`src/rtl/life_engine_pkg.sv`:
```
// Shared types and rule constants for the Game of Life engine.
// States, birth/survival neighbour counts and the neighbour-sum width.
package life_pkg;

  typedef enum logic [1:0] {
    IDLE   = 2'd0,
    EVOLVE = 2'd1,
    DONE   = 2'd2
  } state_t;

  localparam int BIRTH_COUNT   = 3;
  localparam int SURVIVE_COUNT = 2;
  localparam int NBR_W         = 4;

endpackage

```
`src/rtl/life_row_evolve.sv`:
```
// Combinational next-generation evaluator for one grid row, given the rows
// above and below; wrap selects toroidal column edges instead of dead ones.
module life_row_evolve
  import life_pkg::*;
#(
  parameter int COLS = 8
) (
  input  logic [COLS-1:0] above,
  input  logic [COLS-1:0] cur,
  input  logic [COLS-1:0] below,
  input  logic            wrap,
  output logic [COLS-1:0] nxt
);

  for (genvar c = 0; c < COLS; c++) begin : g_cell
    localparam int L = (c == 0) ? COLS - 1 : c - 1;
    localparam int R = (c == COLS - 1) ? 0 : c + 1;

    logic             w_useL;
    logic             w_useR;
    logic [2:0]       w_colL;
    logic [2:0]       w_colR;
    logic [NBR_W-1:0] w_sum;

    // Edge columns only see their wrapped neighbours in toroidal mode.
    if (c == 0) begin : g_leftEdge
      assign w_useL = wrap;
    end else begin : g_leftInner
      assign w_useL = 1'b1;
    end

    if (c == COLS - 1) begin : g_rightEdge
      assign w_useR = wrap;
    end else begin : g_rightInner
      assign w_useR = 1'b1;
    end

    assign w_colL = {above[L], cur[L], below[L]} & {3{w_useL}};
    assign w_colR = {above[R], cur[R], below[R]} & {3{w_useR}};

    assign w_sum = NBR_W'(w_colL[2]) + NBR_W'(w_colL[1]) + NBR_W'(w_colL[0])
                 + NBR_W'(w_colR[2]) + NBR_W'(w_colR[1]) + NBR_W'(w_colR[0])
                 + NBR_W'(above[c])  + NBR_W'(below[c]);

    assign nxt[c] = (w_sum == NBR_W'(BIRTH_COUNT)) ||
                    ((w_sum == NBR_W'(SURVIVE_COUNT)) && cur[c]);
  end

endmodule

```
`src/rtl/life_engine.sv`:
```
// Row-serial Game of Life engine: a ROWS x COLS register grid evolved one row
// per cycle through a 3-row window, with row load/read and generation status.
module life_engine
  import life_pkg::*;
#(
  parameter int ROWS  = 8,
  parameter int COLS  = 8,
  parameter int GEN_W = 16,
  parameter int ROW_W = $clog2(ROWS)
) (
  input  logic             clk,
  input  logic             reset,
  input  logic             load_valid,
  output logic             load_ready,
  input  logic [ROW_W-1:0] load_row,
  input  logic [COLS-1:0]  load_data,
  input  logic             step_valid,
  output logic             step_ready,
  input  logic             wrap_mode,
  input  logic [ROW_W-1:0] rd_row,
  output logic [COLS-1:0]  rd_data,
  output logic             busy,
  output logic             done,
  output logic [GEN_W-1:0] gen_count,
  output logic             stable,
  output logic             extinct
);

  state_t           r_state;
  state_t           w_nextState;
  logic [COLS-1:0]  r_grid [ROWS];
  logic [ROW_W-1:0] r_row;
  logic [COLS-1:0]  r_prevRow;
  logic [COLS-1:0]  r_row0Orig;
  logic             r_wrap;
  logic             r_changed;
  logic             r_anyAlive;
  logic             r_stable;
  logic             r_extinct;
  logic [GEN_W-1:0] r_genCount;

  logic             w_loadFire;
  logic             w_loadInRange;
  logic             w_stepFire;
  logic             w_lastRow;
  logic [ROW_W-1:0] w_rowNext;
  logic [COLS-1:0]  w_cur;
  logic [COLS-1:0]  w_below;
  logic [COLS-1:0]  w_nxt;
  logic             w_loadAlive;

  assign w_loadFire    = load_valid && load_ready;
  assign w_stepFire    = step_valid && step_ready;
  assign w_loadInRange = int'(load_row) < ROWS;
  assign w_lastRow     = (r_row == ROW_W'(ROWS - 1));
  assign w_rowNext     = w_lastRow ? '0 : r_row + 1'b1;
  assign w_cur         = r_grid[r_row];
  // Row 0 has already been overwritten by the time the last row is evaluated.
  assign w_below       = w_lastRow ? (r_wrap ? r_row0Orig : '0) : r_grid[w_rowNext];

  life_row_evolve #(
    .COLS (COLS)
  ) u_rowEvolve (
    .above (r_prevRow),
    .cur   (w_cur),
    .below (w_below),
    .wrap  (r_wrap),
    .nxt   (w_nxt)
  );

  always_comb begin
    w_nextState = r_state;
    load_ready  = 1'b0;
    step_ready  = 1'b0;
    busy        = 1'b1;
    done        = 1'b0;
    case (r_state)
      IDLE: begin
        load_ready = 1'b1;
        step_ready = !load_valid;
        busy       = 1'b0;
        if (step_valid && !load_valid) w_nextState = EVOLVE;
      end
      EVOLVE: begin
        if (w_lastRow) w_nextState = DONE;
      end
      DONE: begin
        done        = 1'b1;
        w_nextState = IDLE;
      end
      default: begin
        w_nextState = IDLE;
      end
    endcase
  end

  // Liveness of the grid as it will look once the pending load lands.
  always_comb begin
    w_loadAlive = 1'b0;
    for (int i = 0; i < ROWS; i++) begin
      if (ROW_W'(i) == load_row) w_loadAlive = w_loadAlive | (|load_data);
      else                       w_loadAlive = w_loadAlive | (|r_grid[i]);
    end
  end

  always_ff @(posedge clk) begin
    if (reset) r_state <= IDLE;
    else       r_state <= w_nextState;
  end

  always_ff @(posedge clk) begin
    if (reset) begin
      for (int i = 0; i < ROWS; i++) r_grid[i] <= '0;
    end else if (w_loadFire && w_loadInRange) begin
      r_grid[load_row] <= load_data;
    end else if (r_state == EVOLVE) begin
      r_grid[r_row] <= w_nxt;
    end
  end

  always_ff @(posedge clk) begin
    if (reset) begin
      r_row      <= '0;
      r_prevRow  <= '0;
      r_row0Orig <= '0;
      r_wrap     <= 1'b0;
      r_changed  <= 1'b0;
      r_anyAlive <= 1'b0;
      r_stable   <= 1'b0;
      r_extinct  <= 1'b1;
      r_genCount <= '0;
    end else begin
      case (r_state)
        IDLE: begin
          if (w_loadFire) begin
            r_stable  <= 1'b0;
            r_extinct <= !w_loadAlive;
          end else if (w_stepFire) begin
            r_wrap     <= wrap_mode;
            r_row      <= '0;
            r_prevRow  <= wrap_mode ? r_grid[ROWS-1] : '0;
            r_row0Orig <= r_grid[0];
            r_changed  <= 1'b0;
            r_anyAlive <= 1'b0;
          end
        end
        EVOLVE: begin
          r_prevRow  <= w_cur;
          r_changed  <= r_changed | (w_nxt != w_cur);
          r_anyAlive <= r_anyAlive | (|w_nxt);
          if (!w_lastRow) r_row <= r_row + 1'b1;
        end
        DONE: begin
          if (r_genCount != '1) r_genCount <= r_genCount + 1'b1;
          r_stable  <= !r_changed;
          r_extinct <= !r_anyAlive;
        end
        default: begin
          r_row <= '0;
        end
      endcase
    end
  end

  assign rd_data   = (int'(rd_row) < ROWS) ? r_grid[rd_row] : '0;
  assign gen_count = r_genCount;
  assign stable    = r_stable;
  assign extinct   = r_extinct;

endmodule

```
`config.mk`:
```
export PLATFORM = sky130hd
export DESIGN_NAME = life_engine
export DESIGN_NICKNAME = d
export VERILOG_FILES = /design/src/rtl/life_engine_pkg.sv /design/src/rtl/life_row_evolve.sv /design/src/rtl/life_engine.sv
export SDC_FILE = /design/constraint.sdc
export NUM_CORES = 1
export LEC_CHECK = 0
export CORE_UTILIZATION = 60
export CTS_CLUSTER_DIAMETER = 50
export DETAILED_ROUTE_END_ITERATION = 16
export GPL_ROUTABILITY_DRIVEN = 0
export PLACE_DENSITY = 0.81
export SETUP_SLACK_MARGIN = 0.3
export SYNTH_ARGS = -nofsm -noshare
export SYNTH_HDL_FRONTEND = slang
export SYNTH_SLANG_ARGS = --single-unit
```
`constraint.sdc`:
```
create_clock -name clk -period 6.02 [get_ports clk]
set_input_delay 1.204 -clock clk [delete_from_list [all_inputs] [get_ports clk]]
set_output_delay 1.204 -clock clk [all_outputs]
set_load 0.01 [all_outputs]
```
======== Yosys cells after proc, flatten, opt, wreduce, memory -nomap -nowiden ========
Memory sizes are Yosys's and may differ from the RTL's. A register that Yosys moved wholly into a read port is not among the register bits.
Cells that the tools add are included.
storage, ports and cells
  logic and storage cells ................. 219
  output and inout bits ................... 30
  register bits ........................... 42
  bits of input ports ..................... 19
  memories ................................ 1
  memory bits (writable) .................. 64
memory list
  name    words  width  read ports  clocked after memory_dff  wr ports  line               source
  r_grid  8      8      11          1                         8         life_engine.sv:31  logic [COLS-1:0] r_grid [ROWS];
cells by class
  bitwise gates (word level) .............. 20
  equal/unequal tests ..................... 34
  muxes and demuxes ....................... 51
  $add $sub $neg .......................... 58
  reductions and logical operators ........ 45
operators with widths
  cell                   number
  $add 4x1->4            46
  $reduce_or 8->1        12
  $eq 4x2->1 const B     16
  $mux 8                 7
  $mux 1                 27
  $mux 3                 8
  $add 1x1->2            8
  $add 16x1->16 const B  1
  $ne 16x16->1 const B   1
  $or 1x1->1             16
  $pmux 8 s2             1
  $eq 3x3->1 const A     4
  $ne 2x2->1 const B     6
  $logic_and 1x1->1      11
  $pmux 3 s3             1
  $logic_or 1x1->1       8
  $ne 8x8->1             1
  $pmux 1 s2             4
  $and 3x3->3            2
  $eq 2x3->1 const A     2
  $reduce_and 2->1       3
  $reduce_and 3->1       2
  $add 3x1->4            1
  $logic_not 1->1        4
  13 further kinds       16

======== Longest topological paths before layout ========
Gate-level depths: netlist of run 1.
An unclocked memory read counts as a cell.
  word-level depth ........................ 20
  mapped depth ............................ 21
  gate-level depth less buffers ........... 19

======== Cells and area by module ========
A second synthesis of run 1 with hierarchy kept.
unflattened totals
  cell total of the unflattened synthesis .. 749
  area total of the unflattened synthesis .. 7601.0 um^2
by module, submodules not included
  module           seq. area each (um^2)  times used  area each (um^2)  cells each
  life_engine      2822.7                 1           6216.0            596
  life_row_evolve  0.0                    1           1385.1            153

======== Worst setup path after synthesis of run 1 ========
Ideal clock, no wire load.
  path kind ............................... reg2reg
  start ................................... reg r_row[1]
  end ..................................... reg r_changed
  required time ........................... 5886 ps
  cell stages (with the launch flop) ...... 20
  arrival time ............................ 5124 ps
  period minus slack after synthesis ...... 5258 ps
  setup time .............................. 134 ps
  buffers on the path ..................... 1
  slack ................................... 762 ps
  cells stage by stage .................... dfxtp_1 -> ha_1 -> ha_1 -> buf_2 -> mux4_2 -> mux2i_1 -> o21ai_0 -> and2_1 -> fa_1 -> fa_1 -> inv_1 -> fa_1 -> inv_1 -> ha_1 -> fa_1 -> inv_1 -> o32ai_1 -> o31ai_1 -> nor4_1 -> a31oi_1
between the ends
  longest elaborated chain between the ends .. 17
  elaborated cells on any way between the ends .. 90
  those cells by class .................... add/sub (49); eq/ne (18); mux (3); bitwise (3); reduce/logical (16); memory (1)
ends and longest elaborated chain
  element                                    line                                  source
  start, declared                            life_engine.sv:32                     logic [ROW_W-1:0] r_row;
  start signal, assigned                     life_engine.sv:151                    if (!w_lastRow) r_row <= r_row + 1'b1;
  $add 3x1->3 or $eq 3x3->1 (tied branches)  life_engine.sv:56, life_engine.sv:55
  $mux 3                                     life_engine.sv:56                     assign w_rowNext = w_lastRow ? '0 : r_row + 1'b1;
  $mem_v2 8x8                                -
  $mux 8 *                                   life_engine.sv:59                     assign w_below = w_lastRow ? (r_wrap ? r_row0Orig : '0) : r_grid[w_rowNext];
  $and 3x3->3                                life_row_evolve.sv:38                 assign w_colL = {above[L], cur[L], below[L]} & {3{w_useL}};
  $add 4x1->4                                life_row_evolve.sv:41                 assign w_sum = NBR_W'(w_colL[2]) + NBR_W'(w_colL[1]) + NBR_W'(w_colL[0])
  $add 4x1->4 (3 in a row)                   life_row_evolve.sv:42                 + NBR_W'(w_colR[2]) + NBR_W'(w_colR[1]) + NBR_W'(w_colR[0])
  $add 4x1->4 (2 in a row)                   life_row_evolve.sv:43                 + NBR_W'(above[c]) + NBR_W'(below[c]);
  $eq 4x2->1                                 life_row_evolve.sv:46                 ((w_sum == NBR_W'(SURVIVE_COUNT)) && cur[c]);
  $logic_and 1x1->1                          life_row_evolve.sv:46
  $logic_or 1x1->1                           life_row_evolve.sv:45                 assign nxt[c] = (w_sum == NBR_W'(BIRTH_COUNT)) ||
  $ne 8x8->1 *                               life_engine.sv:149                    r_changed <= r_changed | (w_nxt != w_cur);
  $or 1x1->1 *                               life_engine.sv:149
  $pmux 1 s2 *                               life_engine.sv:133                    case (r_state)
  end signal, assigned                       life_engine.sv:149
  end, declared                              life_engine.sv:36                     logic r_changed;
Mark *: on every way between the ends. The rest lies on a longest branch, timed or not.
A chain may end at the register's enable or synchronous reset.

======== Worst setup path in the final report of run 1 ========
Same ends and word-level chain as after synthesis.

==> results of run 1 <==
==> kinds of logic after synthesis <==
group / Yosys count / synth area share (%)
xor+xnor: 12 / 1.34
buf+inv: 106 / 5.57
flops: 109 / 36.1
simple gates: 311 / 19.0
fa+ha+maj: 59 / 12.5
mux: 82 / 15.9
compound gates: 112 / 9.69
==> per-layer routing <==
layer / GRT usage, % / routed length (um) / up-vias
li1: - / - / 2901
met1: 44.1 / 8080 / 3152
met2: 54.1 / 10200 / 473
met3: 7.52 / 2610 / 105
met4: 18.9 / 994 / 0
met5: 0 / 0 / -
==> sequential cells by signal, summed over array words and instances, names as in the netlist, named ones only <==
name	count
r_row0Orig	8
gen_count	16
r_anyAlive	1
r_changed	1
r_state	2
extinct	1
stable	1
r_prevRow	8
r_grid	64
r_wrap	1
r_row	3
==> final cells by class <==
cell class | count | share of cell area (%)
clock inverter | 7 | 0.832
timing repair buffer | 57 | 6.23
multi-input combinational | 576 | 52.5
sequential | 109 | 32.4
tap | 172 | 2.47
clock buffer | 9 | 2.58
inverter | 70 | 3.01
==> worst max path at each step <==
stage                                     start                    endpoint  cells past startpoint
after floorplan           r_row[1]$_SDFFE_PP0P_      r_changed$_SDFFE_PP0P_                     19
after global placement                     flop  r_grid[0][0]$_SDFFCE_PN0P_                     18
after detailed placement  r_row[1]$_SDFFE_PP0P_      r_changed$_SDFFE_PP0P_                     18
after CTS                 r_row[1]$_SDFFE_PP0P_      r_changed$_SDFFE_PP0P_                     18
after global routing      r_row[1]$_SDFFE_PP0P_      r_changed$_SDFFE_PP0P_                     18
final                     r_row[1]$_SDFFE_PP0P_      r_changed$_SDFFE_PP0P_                     18
==> worst max-delay path, cell delays in order, from the launching register on <==
cell	delay, ps
dfxtp_1	370
ha_1	210
ha_1	400
mux4_2	540
mux2i_1	150
o21ai_0	180
and2_1	250
fa_1	460
fa_1	520
inv_1	60
fa_1	500
inv_1	40
ha_1	200
fa_1	510
inv_1	60
o32ai_2	370
o31ai_1	110
nor4_1	370
a31oi_1	140
==> power groups by stage <==
stage / Sequential, uW / Combinational (uW) / Clock [uW]
after floorplan: 860 / 544 / 0
after global placement: 880 / 704 / 0
after detailed placement: 883 / 740 / 0
after CTS: 866 / 747 / 595
after global routing: 872 / 843 / 626
final: 870 / 764 / 599
==> cell usage in the layout, fill, tap and decap left out, drive strengths merged, types with 6 or more instances in the layout <==
cell,instances
nand3,23
nor4,18
nand2,61
buf,10
nor2b,6
edfxtp,64
mux2i,34
a22oi,11
mux4,32
inv,73
a21boi,7
a311oi,8
or2,6
a21oi,31
o21ai,12
fa,32
o22ai,7
and2,9
nand2b,23
ha,27
a211oi,6
nor3,15
xor2,7
clkbuf,9
nor2,120
clkdlybuf4s50,47
dfxtp,45
mux2,16
==> stage by stage <==
stage	std cells	util (%)	instance area (sq um)
after floorplan	791	-	7820
after global placement	984	66.4	8410
after detailed placement	984	66.4	8410
after CTS	1000	68.7	8710
after global routing	1000	68.8	8720
final	1000	68.8	8720
==> reports/metrics.cfg, run 1 <==
[critical_path]
crit_fanout = 6
critical_path_required_ps = 6240
r2r-start = r_row[1]$_SDFFE_PP0P_
r2r_setup_slack_ps = 470
r2r_cells = 18
reg2reg_to = r_changed$_SDFFE_PP0P_
path_class = flop to flop
end_kind = flop
worstPathArrival_ps = 5770
start_kind = flop

[timing]
finalHoldViolCount = 0
rsz0062_at_grt = true
slew_headroom_pct = 35.0
setup-violations-final = 0
finalCritPeriodShare_pct = 92.2
report.final.slew_viol_count = 0
worst_slack_ps = 472
fin_worst_skew_ps = 17.0
maxClockFrequency_mhz = 180
fin_crit_ps = 5550
holdWs_ps = 458
tns_ps = 0
tightest_slew_ps = 975

[die]
die_w_um = 116
initial_utilization_pct = 61.7
dieArea_sq_um = 13500
coreArea_sq_um = 12700
pin_count = 49
die_height_um = 116
fp-row-count = 41

[min_path]
worstHoldPathCells = 2
hold_class = flop to flop
min_from = r_row0Orig[4]$_SDFFE_PP0P_
min_to = r_row0Orig[4]$_SDFFE_PP0P_

[cts]
h-tree-depth = 3
cts_hold_buf = 0
post_cts_resized = 0
clock-sinks = 109
post_cts_buffers = 0
clk_pin_slew_ps = 80
root_buffer = clkbuf_16
clk_latency_ps = 370
clockBufferDepth = 2
cts_tree = built
cts_made_buffers = 9

[route]
ant_nets = 0
wl_per_cell_um = 21.8
drt_iter0_markers = 808
vias_per_cell = 6.63
route.vias.total = 6631
first_pass_iters = 5
drc = 0
routed_wirelength_um = 21800

[global_route]
grt.total_usage_pct = 34.2
grt_pass1_vias = 6542
grt_pass1_wl_um = 34200
antenna_found_initial = 0
overflow = 0
grt_max_degree = 33

[power]
power_frac_seq_pct = 39.0
peakVddDrop_v = 0.000196
power_uw = 2230
p_comb_share_pct = 34.2
p_leak_uw = 0.00324
switching_share_pct = 35.2
power.internal_uw = 1450
p_clk_share_pct = 26.8
power.net_switching_uw = 787
powerDensity_nw_per_um2 = 256

[cells_and_area]
nNetsFinal = 901
syn_to_final_growth_pct = 11.5
antenna_cells = 0
drive_above_1_share_pct = 10.5
multi_input_area_sq_um = 4580
fill_cells = 962
seq_area_sq_um = 2820

[synth]
yosys.area.top_type = edfxtp_1
netlist_instances = 791
syn_avg_cell_area_sq_um = 9.89
synthTopCellsByCount = nor2_1, inv_1, edfxtp_1
synth_seq_area_share_pct = 36.1
synth-edff-count = 64
synthesis.area_sq_um = 7820
synth_cell_types = 57
synth_async_sr_flop_share_pct = 0
synth_area_leaders = edfxtp_1, dfxtp_1, mux4_2
synth-seq-cells = 109
ys_warn_count = 0
synthMostInstantiatedCell = nor2_1
yosysTopAreaCellShare_pct = 24.6
ys.flop_type = edfxtp_1
synth_fp_nets = 869

[placed_design]
io_buffers = 48
preCtsSetupSlack_ps = 431
dpl.hpwl_um = 16900

[run_status]
status = completed

[job]
maxCapViolCount = 0

(Power assumes the default switching activity.)
==> run 2: changes to the inputs <==
--- a/config.mk
+++ b/config.mk
@@ -11,6 +11,7 @@
 export GPL_ROUTABILITY_DRIVEN = 0
 export PLACE_DENSITY = 0.81
 export SETUP_SLACK_MARGIN = 0.3
+export SKIP_LAST_GASP = 1
 export SYNTH_ARGS = -nofsm -noshare
 export SYNTH_HDL_FRONTEND = slang
 export SYNTH_SLANG_ARGS = --single-unit
==> results of run 2 <==
No change in the layout: final DEF, timing and power equal those of run 1.
